[config.mk]
export PLATFORM = sky130hd
export DESIGN_NAME = mips_multicycle_ctrl
export DESIGN_NICKNAME = d
export VERILOG_FILES = /design/src/rtl/mips_multicycle_ctrl.sv
export SDC_FILE = /design/constraint.sdc
export NUM_CORES = 1
export LEC_CHECK = 0
export CAP_MARGIN = 20
export CORE_AREA = 2 2 42 44
export DETAILED_ROUTE_END_ITERATION = 16
export DIE_AREA = 0 0 44 46
export PLACE_DENSITY = 0.82
export SETUP_SLACK_MARGIN = 0.15
export SLEW_MARGIN = 20
export SYNTH_ARGS = -nofsm -noshare
export SYNTH_HDL_FRONTEND = slang
export SYNTH_SLANG_ARGS = --single-unit
[constraint.sdc]
create_clock -name clk -period 1.6 [get_ports clk]
set_input_delay 0.16 -clock clk [delete_from_list [all_inputs] [get_ports clk]]
set_output_delay 0.16 -clock clk [all_outputs]
set_load 0.01 [all_outputs]
[src/rtl/mips_multicycle_ctrl.sv]
// Multicycle MIPS control unit: Moore FSM sequencing fetch/decode/execute steps.
// Write enables are held off while reset is asserted; everything else shows the FETCH decode.
module mips_multicycle_ctrl #(
    parameter int STATE_W = 4
) (
    input  logic               clk,
    input  logic               rst_n,
    input  logic [5:0]         opcode,
    input  logic [5:0]         funct,
    input  logic               zero_F,
    output logic [2:0]         ALU_control,
    output logic               ALUSrcA,
    output logic [1:0]         ALUSrcB,
    output logic [1:0]         PCSrc,
    output logic               IorD,
    output logic               MemWrite,
    output logic               IRWrite,
    output logic               RegDst,
    output logic               MemtoReg,
    output logic               RegWrite,
    output logic               PCEn,
    output logic [STATE_W-1:0] state
);

    localparam logic [STATE_W-1:0] S_FETCH  = STATE_W'(0);
    localparam logic [STATE_W-1:0] S_DECODE = STATE_W'(1);
    localparam logic [STATE_W-1:0] S_MEMADR = STATE_W'(2);
    localparam logic [STATE_W-1:0] S_MEMRD  = STATE_W'(3);
    localparam logic [STATE_W-1:0] S_MEMWB  = STATE_W'(4);
    localparam logic [STATE_W-1:0] S_MEMWR  = STATE_W'(5);
    localparam logic [STATE_W-1:0] S_EXEC   = STATE_W'(6);
    localparam logic [STATE_W-1:0] S_ALUWB  = STATE_W'(7);
    localparam logic [STATE_W-1:0] S_BRANCH = STATE_W'(8);
    localparam logic [STATE_W-1:0] S_ADDIEX = STATE_W'(9);
    localparam logic [STATE_W-1:0] S_ADDIWB = STATE_W'(10);
    localparam logic [STATE_W-1:0] S_JUMP   = STATE_W'(11);

    localparam logic [5:0] OP_RTYPE = 6'b000000;
    localparam logic [5:0] OP_LW    = 6'b100011;
    localparam logic [5:0] OP_SW    = 6'b101011;
    localparam logic [5:0] OP_BEQ   = 6'b000100;
    localparam logic [5:0] OP_ADDI  = 6'b001000;
    localparam logic [5:0] OP_J     = 6'b000010;

    logic [STATE_W-1:0] state_q, state_d;
    logic               pc_write, branch, ir_write, mem_write, reg_write;

    always_ff @(posedge clk or negedge rst_n) begin
        if (!rst_n) state_q <= S_FETCH;
        else        state_q <= state_d;
    end

    always_comb begin
        state_d = S_FETCH;
        case (state_q)
            S_FETCH:  state_d = S_DECODE;
            S_DECODE: begin
                case (opcode)
                    OP_LW, OP_SW: state_d = S_MEMADR;
                    OP_RTYPE:     state_d = S_EXEC;
                    OP_BEQ:       state_d = S_BRANCH;
                    OP_ADDI:      state_d = S_ADDIEX;
                    OP_J:         state_d = S_JUMP;
                    default:      state_d = S_FETCH;
                endcase
            end
            S_MEMADR: state_d = (opcode == OP_SW) ? S_MEMWR : S_MEMRD;
            S_MEMRD:  state_d = S_MEMWB;
            S_EXEC:   state_d = S_ALUWB;
            S_ADDIEX: state_d = S_ADDIWB;
            default:  state_d = S_FETCH;
        endcase
    end

    always_comb begin
        ALU_control = 3'b000;
        ALUSrcA     = 1'b0;
        ALUSrcB     = 2'b00;
        PCSrc       = 2'b00;
        IorD        = 1'b0;
        mem_write   = 1'b0;
        ir_write    = 1'b0;
        RegDst      = 1'b0;
        MemtoReg    = 1'b0;
        reg_write   = 1'b0;
        pc_write    = 1'b0;
        branch      = 1'b0;
        case (state_q)
            S_FETCH: begin
                ir_write = 1'b1; pc_write = 1'b1; ALUSrcB = 2'b01; ALU_control = 3'b010;
            end
            S_DECODE: begin
                ALUSrcB = 2'b11; ALU_control = 3'b010;
            end
            S_MEMADR, S_ADDIEX: begin
                ALUSrcA = 1'b1; ALUSrcB = 2'b10; ALU_control = 3'b010;
            end
            S_MEMRD: IorD = 1'b1;
            S_MEMWB: begin
                reg_write = 1'b1; MemtoReg = 1'b1;
            end
            S_MEMWR: begin
                IorD = 1'b1; mem_write = 1'b1;
            end
            S_EXEC: begin
                ALUSrcA = 1'b1;
                case (funct)
                    6'b100010: ALU_control = 3'b110;
                    6'b100100: ALU_control = 3'b000;
                    6'b100101: ALU_control = 3'b001;
                    6'b101010: ALU_control = 3'b111;
                    default:   ALU_control = 3'b010;
                endcase
            end
            S_ALUWB: begin
                reg_write = 1'b1; RegDst = 1'b1;
            end
            S_BRANCH: begin
                ALUSrcA = 1'b1; ALU_control = 3'b110; PCSrc = 2'b01; branch = 1'b1;
            end
            S_ADDIWB: reg_write = 1'b1;
            S_JUMP: begin
                PCSrc = 2'b10; pc_write = 1'b1;
            end
            default: ;
        endcase
    end

    // rst_n gating keeps reset-time FETCH from writing PC/IR while the rest of FETCH is visible
    assign IRWrite  = ir_write  & rst_n;
    assign MemWrite = mem_write & rst_n;
    assign RegWrite = reg_write & rst_n;
    assign PCEn     = (pc_write | (branch & zero_F)) & rst_n;
    assign state    = state_q;

endmodule
# Word level (Yosys, flattened, before mapping)
# Cells that the tools add are included.
[word_totals]
in_bits = 15
elab_cells = 52
register_bits = 4
[op_classes]
reduce_logical = 9
bitwise_logic = 6
n_eq_ne = 20
n_mux = 16
[op_table]
columns = ["cell", "n"]
rows = [
  ["$eq A6 B6 Y1 const B", 6],
  ["$pmux W4 S6", 1],
  ["$pmux W4 S5", 1],
  ["$eq A4 B3 Y1 const B", 4],
  ["$eq A4 B4 Y1 const B", 4],
  ["$pmux W3 S4", 1],
  ["$mux W1", 9],
  ["$pmux W3 S3", 1],
  ["$eq A4 B2 Y1 const B", 2],
  ["$reduce_or A2 Y1", 4],
  ["$reduce_or A4 Y1", 2],
  ["$eq A6 B2 Y1 const B", 1],
  ["$eq A6 B3 Y1 const B", 1],
  ["$eq A6 B4 Y1 const B", 1],
  ["$logic_not A6 Y1", 1],
  ["$pmux W2 S3", 1],
  ["$and A1 B1 Y1", 5],
  ["$eq A4 B1 Y1 const B", 1],
  ["$logic_not A4 Y1", 1],
  ["$pmux W2 S2", 1],
  ["$mux W3", 1],
  ["$reduce_or A3 Y1", 1],
  ["$or A1 B1 Y1", 1],
]

# Depth between registers and ports, before layout
[logic_depth]
ltp_word = 5
mapped_depth = 5

# Worst setup path after synthesis
# OpenSTA, ideal clock, no wires.
[synth_path]
path_type = "register -> output"
start = "register state_q[3], in the netlist state[3]"
end = "output port RegWrite"
t_arrival_ns = 1.370
stages_incl_launch_ff = 6
n_path_buf = 1
path_slack_ns = 0.070
required_ns = 1.440
path_cell_list = "dfrtp_1 > clkbuf_1 > nand2b_1 > nor3_1 > a21oi_1 > nor2b_1"
[synth_via]
elab_chain_len = 4
elab_cells_between_ends = 6
[synth_lines]
columns = ["element", "line_no", "rtl"]
rows = [
  ["start: declaration", "45", "logic [STATE_W-1:0] state_q, state_d;"],
  ["start signal: assignment", "50", "else state_q <= state_d;"],
  ["$eq A4 B4 Y1 / $eq A4 B3 Y1 (equally long branches)", "88", "case (state_q)"],
  ["$reduce_or A3 Y1 (no source line) *", "--", ""],
  ["$mux W1 *", "88", ""],
  ["$and A1 B1 Y1 *", "132", "assign RegWrite = reg_write & rst_n;"],
  ["end: declaration", "20", "output logic RegWrite,"],
]
# Mark *: on every way between the ends. The rest lies on a longest branch, timed or not.

# Worst setup path after layout
[layout_path]
start = "register state_q[1], in the netlist state[1]"
end = "output port RegWrite"
# Same word-level chain as after synthesis.

==> flow_summary.toml <==
[synth]
synth_fp_nets = 88
yosysWarnings = 0
synth_compound_area_frac = 0.227
synthAdderAreaFrac = 0
synthTopCellsByArea = "dfrtp_1 20%, nor3_1 6.0%, nor2_1 6.0%, nand2b_1 5.0%, o21ai_0 4.0%"
synth.mux.area_fraction = 0.0200
netlist_area_um2 = 502
synth_top_family_by_area = "simple AND/OR/NAND/NOR gates"
synth_seq_area_share = 0.200
avgSynthCellArea_um2 = 6.87
ys.flop_type = "dfrtp_1"
synth_cells = 73
synth-xor-area-share = 0.0698
yosysTopAreaCell = "dfrtp_1"
synth-edff-count = 0
postSynth.asyncResetShare = 1.00
synth_top_cell_area_share = 0.200
ys_ff_latch = 4
synthSimpleGateAreaFrac = 0.416
ys_types = 31

[clock_tree]
cts_max_level = 1
cts_buffers = 3
path_clk_slew_ns = 0.05
cts-root-buf = "clkbuf_4"
cts_tree = "yes"
cts.sinks = 4
clk_latency_ns = 0.24
clk_path_buf_depth = 2

[timing]
relSlewSlack = 0.786
worst_pin_slew_ns = 0.320
hold_violations = 0
max_freq_ghz = 0.629
setup_viol = 0
finClkSkew_ns = 0.0103
worst_slack_ns = 0.0110
finalCritPeriodShare = 0.993
rsz0062_at_grt = "yes"
min_period_ns = 1.59
slew_viol_final = 0

[floorplanning]
fp-row-count = 15
die_y_um = 46
die_width_um = 44
initial_core_util = 0.311
core-area_um2 = 1610
dieArea_um2 = 2020
ios = 34

[cells_and_area]
largest_reg_flops = 4
fin_area_um2 = 1370
drive_gt1_frac = 0.617
fin_nets = 158
antennaDiodeCount = 0
final-instance-count-excl-fill = 158
area_delta_synth_final_pct = 173
fillers = 95

[worst_setup_path]
crit_arrival_ns = 1.43
crit_required_ns = 1.44
cp-start-kind = "flip-flop"
worst-r2r-setup-slack_ns = 0.14
critical_path.max_fanout = 8
critPathCaptureType = "output pin"
timing.rr.start = "state[0]"
startpoint = "state[1]"
path_class = "flip-flop to output pin"

[job]
drv_cap = 0

[detailed_routing]
avgRoutedWirePerCell_um = 17.0
drt_iter0_markers = 17
drt-met1-wl_um = 998
drc = 0
top_layer_used = "met4"
route.met3.wl_um = 115
wl_met2_um = 1510
viasPerCell = 5.70
wl_um = 2690
detail-route-antenna-nets = 0
vias = 901
drtPass1Iterations = 4

[power_and_ir_drop]
peakVddDrop_uv = 1070
p_per_area_nw_per_um2 = 1360
p_total_uw = 1870
p_leak_uw = 0.000639

[placement]
gp_congestion = 0.812
place_ws_ns = -0.447
place_inst = 139
port_buffers = 33
dpl_cell_area_um2 = 1000
dp_hpwl_um = 1450

[outcome]
status = "finished, final reports clean"

[global_route]
grt_use_total = 0.247
antenna_found_initial = 0
grt_pass1_vias = 842
grt_first_pass_wirelength_um = 3710
grt_remaining_overflow = 0
grt_max_degree = 9

[min_path]
hold_class = "input port to asynchronous set/reset pin"
[layout by cell type (no fill, tap or decap), types with 2 or more instances in the layout]
cell	count
dfrtp_2	2
nor3_1	2
nand4_1	2
dlygate4sd2_1	5
buf_4	22
nand2_1	4
nor3_4	3
buf_12	2
inv_1	4
clkdlybuf4s50_1	7
nor2_1	4
a21oi_2	3
clkbuf_4	3
buf_2	11
nor2b_1	2
buf_6	16
clkdlybuf4s15_1	2
dfrtp_1	2
nand3_1	3
xor2_1	2
nor2_4	3
nand2b_4	3
dlymetal6s2s_1	4
o21ai_2	2
[Yosys cell counts, drive strengths merged, types with 3 or more instances]
cell,n
nand2b,4
nand3,3
clkbuf,4
dfrtp,4
nand2,5
nor2,8
inv,4
nor2b,3
a21oi,3
o21ai,4
nor3,6
[path summary, 6_finish.rpt]
check	to	cells after the start
max	RegWrite	6
min	state[2]	1
max reg2reg	state[2]	7
min reg2reg	state[0]	3
max in group asynchronous	state[3]	2
min in group clk	state[2]	5
[logic make-up (layout without fill, tap and decap cells)]
kind of cell,after synthesis,after routing
xor gates and xnor gates,4,4
muxes,1,1
AOI/OAI and AO/OA,16,16
buffers and inverters,9,77
DFF,4,4
and+or+nand+nor,39,39
[power by group]
part / total, µW / internal, µW / switching, µW
clock: 136 / 84.6 / 51.5
combinational: 1560 / 844 / 714
sequential: 174 / 135 / 38.8
total: 1870 / 1060 / 805
[cell type report]
class	instances	area, µm²	share of cell area
clock buffer	3	22.5	0.0165
inverter	4	15.0	0.0110
multi-input combinational	60	578	0.422
sequential	4	103	0.0750
tap	17	21.3	0.0155
timing repair buffer	70	629	0.460
[timing repair]
item                                    in CTS  in global routing
buffers inserted                            10                  6
hold buffers                                 0                  0
pin swaps                                    5                 18
endpoints found under the hold margin        0                  0
gates cloned                                 0                  0
resized for setup                           73                 59
endpoints found under the setup margin      19                 21
[per-stage QoR]
stage / hold WS, ns / setup TNS (ns) / utilization
6_report: 0.168 / 0 / 0.848
5_1_grt: 0.167 / -0.0746 / 0.848
4_1_cts: 0.173 / 0 / 0.690
2_1_floorplan: -0.136 / 0 / -
3_3_place_gp: 0.411 / -1.49 / 0.621
3_5_place_dp: 0.414 / -1.69 / 0.621
[routing by layer]
metal  up-vias  global-route usage
met5         -                   0
li1        407                   -
met2        40               0.491
met3         8              0.0119
met1       446               0.280
met4         0              0.0727
[critical path, cell delays in order (launching register included)]
cell     delay, ns
dfrtp_1       0.40
buf_6         0.15
buf_6         0.12
nor3_4        0.22
a21oi_2       0.05
nor2b_1       0.11
buf_2         0.14
No activity file was read; power rests on OpenSTA's default activity.
